## src/rtl/alu_driver.sv

```systemverilog
`default_nettype none
// ============================================================================
//  Module      : alu_driver
//  Description : Single-outstanding command driver for a fixed-latency ALU.
//                Accepts one command, holds the ALU operands for LAT+1
//                edges, captures the ALU result/status into a response
//                register and waits for the consumer handshake. Keeps a
//                saturating count of responses that reported ERROR.
//  Revision    : 1.0 - initial release
// ============================================================================
module alu_driver #(
   parameter int BITS = 8,
   parameter int LAT  = 2
) (
   input  logic            i_clk,
   input  logic            i_rst,
   // command channel
   input  logic            i_cmd_valid,
   output logic            o_cmd_ready,
   input  logic [1:0]      i_cmd_op,
   input  logic [BITS-1:0] i_cmd_a,
   input  logic [BITS-1:0] i_cmd_b,
   // ALU side
   output logic [BITS-1:0] o_alu_a,
   output logic [BITS-1:0] o_alu_b,
   output logic [1:0]      o_alu_op,
   input  logic [BITS-1:0] i_alu_out,
   input  logic [3:0]      i_alu_status,
   // response channel
   output logic            o_rsp_valid,
   input  logic            i_rsp_ready,
   output logic [BITS-1:0] o_rsp_out,
   output logic [3:0]      o_rsp_status,
   output logic [1:0]      o_rsp_op,
   // status
   output logic            o_busy,
   output logic [7:0]      o_err_cnt
);

   // Counter is 4 bits wide: LAT is limited to 1..15.
   localparam int         c_CNT_W   = 4;
   localparam logic [3:0] c_LAT     = 4'(LAT);
   localparam logic [7:0] c_ERR_MAX = 8'hFF;

   typedef enum logic [1:0] {
      ST_IDLE = 2'd0,
      ST_WAIT = 2'd1,
      ST_RESP = 2'd2
   } state_t;

   state_t               r_state;
   state_t               w_state_nxt;
   logic [c_CNT_W-1:0]   r_cnt;
   logic [BITS-1:0]      r_alu_a;
   logic [BITS-1:0]      r_alu_b;
   logic [1:0]           r_alu_op;
   logic                 r_rsp_valid;
   logic [BITS-1:0]      r_rsp_out;
   logic [3:0]           r_rsp_status;
   logic [1:0]           r_rsp_op;
   logic [7:0]           r_err_cnt;

   logic                 w_accept;
   logic                 w_capture;
   logic                 w_release;

   // Handshake qualifiers; each is only meaningful in its own state, which
   // is what makes cmd_valid/rsp_ready inert elsewhere.
   assign w_accept  = i_cmd_valid && (r_state == ST_IDLE);
   assign w_capture = (r_state == ST_WAIT) && (r_cnt == '0);
   assign w_release = i_rsp_ready && (r_state == ST_RESP);

   // State register.
   always_ff @(posedge i_clk) begin
      if (i_rst) r_state <= ST_IDLE;
      else       r_state <= w_state_nxt;
   end

   // Next-state logic and state-decoded handshake outputs.
   always_comb begin
      w_state_nxt = r_state;
      o_cmd_ready = 1'b0;
      o_busy      = 1'b1;
      case (r_state)
         ST_IDLE: begin
            o_cmd_ready = 1'b1;
            o_busy      = 1'b0;
            if (i_cmd_valid) w_state_nxt = ST_WAIT;
         end
         ST_WAIT: begin
            if (r_cnt == '0) w_state_nxt = ST_RESP;
         end
         ST_RESP: begin
            if (i_rsp_ready) w_state_nxt = ST_IDLE;
         end
         default: begin
            w_state_nxt = ST_IDLE;
         end
      endcase
   end

   // Latency counter: loaded with LAT on accept, counts down to 0, and the
   // edge that sees 0 is the capture edge (accept edge + LAT + 1).
   always_ff @(posedge i_clk) begin
      if (i_rst)                                 r_cnt <= '0;
      else if (w_accept)                         r_cnt <= c_LAT;
      else if (r_state == ST_WAIT && r_cnt != '0) r_cnt <= r_cnt - 1'b1;
   end

   // Operand registers: only written on accept, so they stay put through
   // WAIT, RESP and the following IDLE.
   always_ff @(posedge i_clk) begin
      if (i_rst) begin
         r_alu_a  <= '0;
         r_alu_b  <= '0;
         r_alu_op <= '0;
      end else if (w_accept) begin
         r_alu_a  <= i_cmd_a;
         r_alu_b  <= i_cmd_b;
         r_alu_op <= i_cmd_op;
      end
   end

   // Response register: ALU outputs are sampled only on the capture edge.
   always_ff @(posedge i_clk) begin
      if (i_rst) begin
         r_rsp_valid  <= 1'b0;
         r_rsp_out    <= '0;
         r_rsp_status <= '0;
         r_rsp_op     <= '0;
      end else if (w_capture) begin
         r_rsp_valid  <= 1'b1;
         r_rsp_out    <= i_alu_out;
         r_rsp_status <= i_alu_status;
         r_rsp_op     <= r_alu_op;
      end else if (w_release) begin
         r_rsp_valid  <= 1'b0;
      end
   end

   // Saturating count of captured responses flagged ERROR.
   always_ff @(posedge i_clk) begin
      if (i_rst)
         r_err_cnt <= '0;
      else if (w_capture && i_alu_status[0] && r_err_cnt != c_ERR_MAX)
         r_err_cnt <= r_err_cnt + 8'd1;
   end

   assign o_alu_a      = r_alu_a;
   assign o_alu_b      = r_alu_b;
   assign o_alu_op     = r_alu_op;
   assign o_rsp_valid  = r_rsp_valid;
   assign o_rsp_out    = r_rsp_out;
   assign o_rsp_status = r_rsp_status;
   assign o_rsp_op     = r_rsp_op;
   assign o_err_cnt    = r_err_cnt;

endmodule
`default_nettype wire

```

## config.mk

```make
export PLATFORM = sky130hd
export DESIGN_NAME = alu_driver
export DESIGN_NICKNAME = d
export VERILOG_FILES = /design/src/rtl/alu_driver.sv
export SDC_FILE = /design/constraint.sdc
export NUM_CORES = 1
export LEC_CHECK = 0
export CORE_AREA = 3 3 73 75
export CTS_CLUSTER_DIAMETER = 120
export DETAILED_ROUTE_END_ITERATION = 8
export DIE_AREA = 0 0 76 78
export PLACE_DENSITY = 0.73
export SLEW_MARGIN = 10
export SYNTH_ARGS = -nofsm -noshare
export SYNTH_HDL_FRONTEND = slang
export SYNTH_SLANG_ARGS = --single-unit
export TNS_END_PERCENT = 1
```

## constraint.sdc

```tcl
create_clock -name i_clk -period 3.73 [get_ports i_clk]
set_input_delay 0.746 -clock i_clk [delete_from_list [all_inputs] [get_ports i_clk]]
set_output_delay 0.746 -clock i_clk [all_outputs]
set_load 0.03 [all_outputs]
```

==> metrics.md <==
| Metric | Value |
|---|---|
| Final worst setup slack | 1.34 ns |
| Setup Buffers After CTS | 0 |
| WP data arrival | 1.65 ns |
| CTS-repair resized insts | 0 |
| Starting density of the core | between 30% and 40% |
| Per-cell routed wire length | 11.8 um |
| Syn Inst Count | about 220 |
| Worst ir drop on vdd | about 240 uV |
| F_max | between 400 and 500 MHz |
| Site Rows | 25 |
| Min cycle time layout | between 2 and 2.5 ns |
| Share of flip-flops with an asynchronous set or reset | 0% |
| Number of DRC violations after detailed-routing iteration 0 | 80 |
| Reg2reg start | r_cnt[0] |
| Port Buffer Count | 76 |
| CTS Root Cell | clkbuf_8 |
| Most common flop cell mapped by yosys | dfxtp_1 |
| Via count of the first global-routing pass | approximately 1.6k |
| Number of diodes | 0 |
| Placer congestion estimate | about 0.78 |
| Syn. warnings | 0 |
| Setup WS pre-CTS | 1.47 ns |
| Core utilization of the finished layout | 58.5% |
| Post-synthesis area per instance | around 8.4 um^2 |
| Vertical extent of the die | around 80 um |
| Clock buffer count from CTS | 5 |
| Outcome | complete, no violations |
| Clock Skews | approximately 0.0063 ns |
| Top cells by area in the synthesized netlist | dfxtp_1, nand2_1, a21oi_1, clkbuf_1, ha_1 |
| Number of ports placed on the die boundary | 77 |
| Overall global routing resource usage | 14.9% |
| Cells on worst reg2reg path | 6 |
| Maximum number of pins on one net before global-route repair | 48 |
| Worst setup path category | register to output pin |
| Data required, critical path | approximately 3.0 ns |
| CP max-delay cell | clkdlybuf4s50_1 |
| Area growth from synthesis to layout | 48.1% |
| Total power consumption of the routed design | 1.18 mW |
| HPWL Detailed | a little under 3000 um |
| Power density relative to cell area | approximately 430 nW/um^2 |
| Final setup viols | 0 |
| Hold violation total from the final report | 0 |
| Critical Path, Cell by Cell | nor2_1 > clkdlybuf4s50_1 |
| Crit path to | o_cmd_ready |
| Nature of the critical path startpoint | register |
| Die ar. | around 5900 um^2 |
| Synthesized Nets | ~260 |
| Delay of the slowest cell on the worst path | ~0.74 ns |
| Vias per std cell | roughly 4.8 |
| R2r endpoint | o_err_cnt[2] |
| Clock network latency to the later pin of the worst-skew pair | ~0.29 ns |
| Number of synthesized flops with an enable pin | 0 |
| Count of different cell masters after synthesis | 35 |
| Kind of capture point of the worst setup path | output pin |
| DR vias | around 1.7k |
| Worst-Margin Slew | approximately 0.87 ns |
| Level count of the clock H-tree | 2 |
| Total global routing overflow | 0 |
| Final net count | 330 |
| Yosys reg bits | between 40 and 50 |
| Static power due to leakage | around 0.98 nW |
| Clock tree from TritonCTS | done |
| Share of cells above drive strength 1 | 6.44% |
| Initial antenna violation count | 0 |
| Path class of the lowest-slack min-delay path | register to register |
| Sum of negative setup slack | 0 ns |
| Yosys top cell area share | between 50% and 60% |
| Clock sink total | 47 |
| Final Max Slew Viols | 0 |
| Post-synthesis cell area | around 1900 um^2 |
| Clock Pin Slew Worst Setup and Hold Paths | around 0.08 ns |
| Setup slack on the worst flop-to-flop path | 1.80 ns |
| Final worst-path cycle share | about 64% |
| Unrepaired setup endpoints after global routing | no |
| Part of the Yosys area used for sequential elements | about half |
| First-pass iteration count of the detailed router | 4 |
| Die span in x | about 76 um |
| Biggest fanout along the worst timing path | 5 |
| Max-slew headroom at the worst pin | a little over two fifths |
| Routed wire length | 4290 um |
| First-pass GRT wire length | 7310 um |
| Biggest area consumer among synthesized cells | dfxtp_1 |
| Max Buffers Root-to-Sink | 2 |
| Number of max-cap violations | 0 |
| Critical Path Start | r_state[0] |
| Post-route DRC violation count | 0 |
| Hold_buf cts | 0 |
| Core area | ~4700 um^2 |
| DRT antenna net count | 0 |
==> synthesized netlist by cell type, types with 2 or more instances <==
| master | count |
|---|---|
| nor3_1 | 5 |
| nand4_1 | 3 |
| o21ai_0 | 3 |
| xor2_1 | 2 |
| or4_1 | 2 |
| o31ai_1 | 2 |
| buf_6 | 2 |
| nand3_1 | 5 |
| nand2_1 | 69 |
| a21oi_1 | 42 |
| and2b_1 | 2 |
| or3_1 | 2 |
| dfxtp_1 | 47 |
| clkbuf_1 | 10 |
| inv_1 | 6 |
| ha_1 | 2 |
==> layout by cell type, fill, tap and decap left out, drive strengths merged, types with 3 or more instances in the layout <==
cell type and n:
a21oi 42, clkdlybuf4s50 75, nand2 70, o21ai 3
clkbuf 6, inv 6, nor3 5, nand4 3
dfxtp 47, nand3 5, nor2 3
==> report_power, final <==
group	internal (mW)	leakage (nW)	switching, mW
clock	0.217	0.0612	0.162
sequential	0.531	0.383	0.0168
combinational	0.108	0.538	0.144
total	0.856	0.982	0.322
==> worst min path at each step <==
stage / start / endpoint / cells after the start
floorplan: r_cnt[1] / r_cnt[1] / 2
global placement: o_alu_a[3] / o_alu_a[3] / 2
detailed placement: o_rsp_op[0] / o_rsp_op[0] / 2
CTS: o_rsp_op[0] / o_rsp_op[0] / 2
global route: o_rsp_out[3] / o_rsp_out[3] / 2
finish: o_rsp_op[0] / o_rsp_op[0] / 2
==> flip-flops by register name, summed over array words and instances (netlist names) <==
signal,flops
o_rsp_status,4
o_alu_op,2
o_rsp_out,8
o_alu_b,8
r_cnt,4
o_err_cnt,8
o_rsp_valid,1
o_alu_a,8
o_rsp_op,2
r_state,2
==> kinds of logic after synthesis <==
group | Yosys count | synth area share (%)
adders and majority gates | 2 | 1.34
AOI/OAI and AO/OA | 53 | 16.2
DFF | 47 | 50.4
and+or+nand+nor | 100 | 26.3
xor gates and xnor gates | 3 | 1.41
buffers and inverters | 18 | 4.42
==> critical path, delay by kind of cell (launching register included) <==
family | cells | cell delay [ns]
DFF | 1 | 0.34
buffers and inverters | 1 | 0.74
and+or+nand+nor | 1 | 0.28
==> metrics by stage <==
step	area [um^2]	hold WS [ns]	cells
after floorplan	1870	0.526	223
after global placement	2650	0.441	354
after detailed placement	2650	0.446	354
after CTS	2760	0.457	362
after global routing	2760	0.474	362
final	2760	0.455	362
==> layer usage <==
layer | GRT usage (%) | wire, um
met1 | 18.5 | 2000
met2 | 24.5 | 1950
met3 | 6.03 | 323
met4 | 2.72 | 10
met5 | 0 | 0
==> area by class of cell <==
class / count / area (um^2)
tap: 67 / 83.8
fill: 444 / 1960
inverter: 6 / 22.5
timing repair buffer: 76 / 756
clock inverter: 2 / 35.0
clock buffer: 6 / 82.6
multi-input combinational: 158 / 843
sequential: 47 / 941
Power figures use the tool's default switching activity.
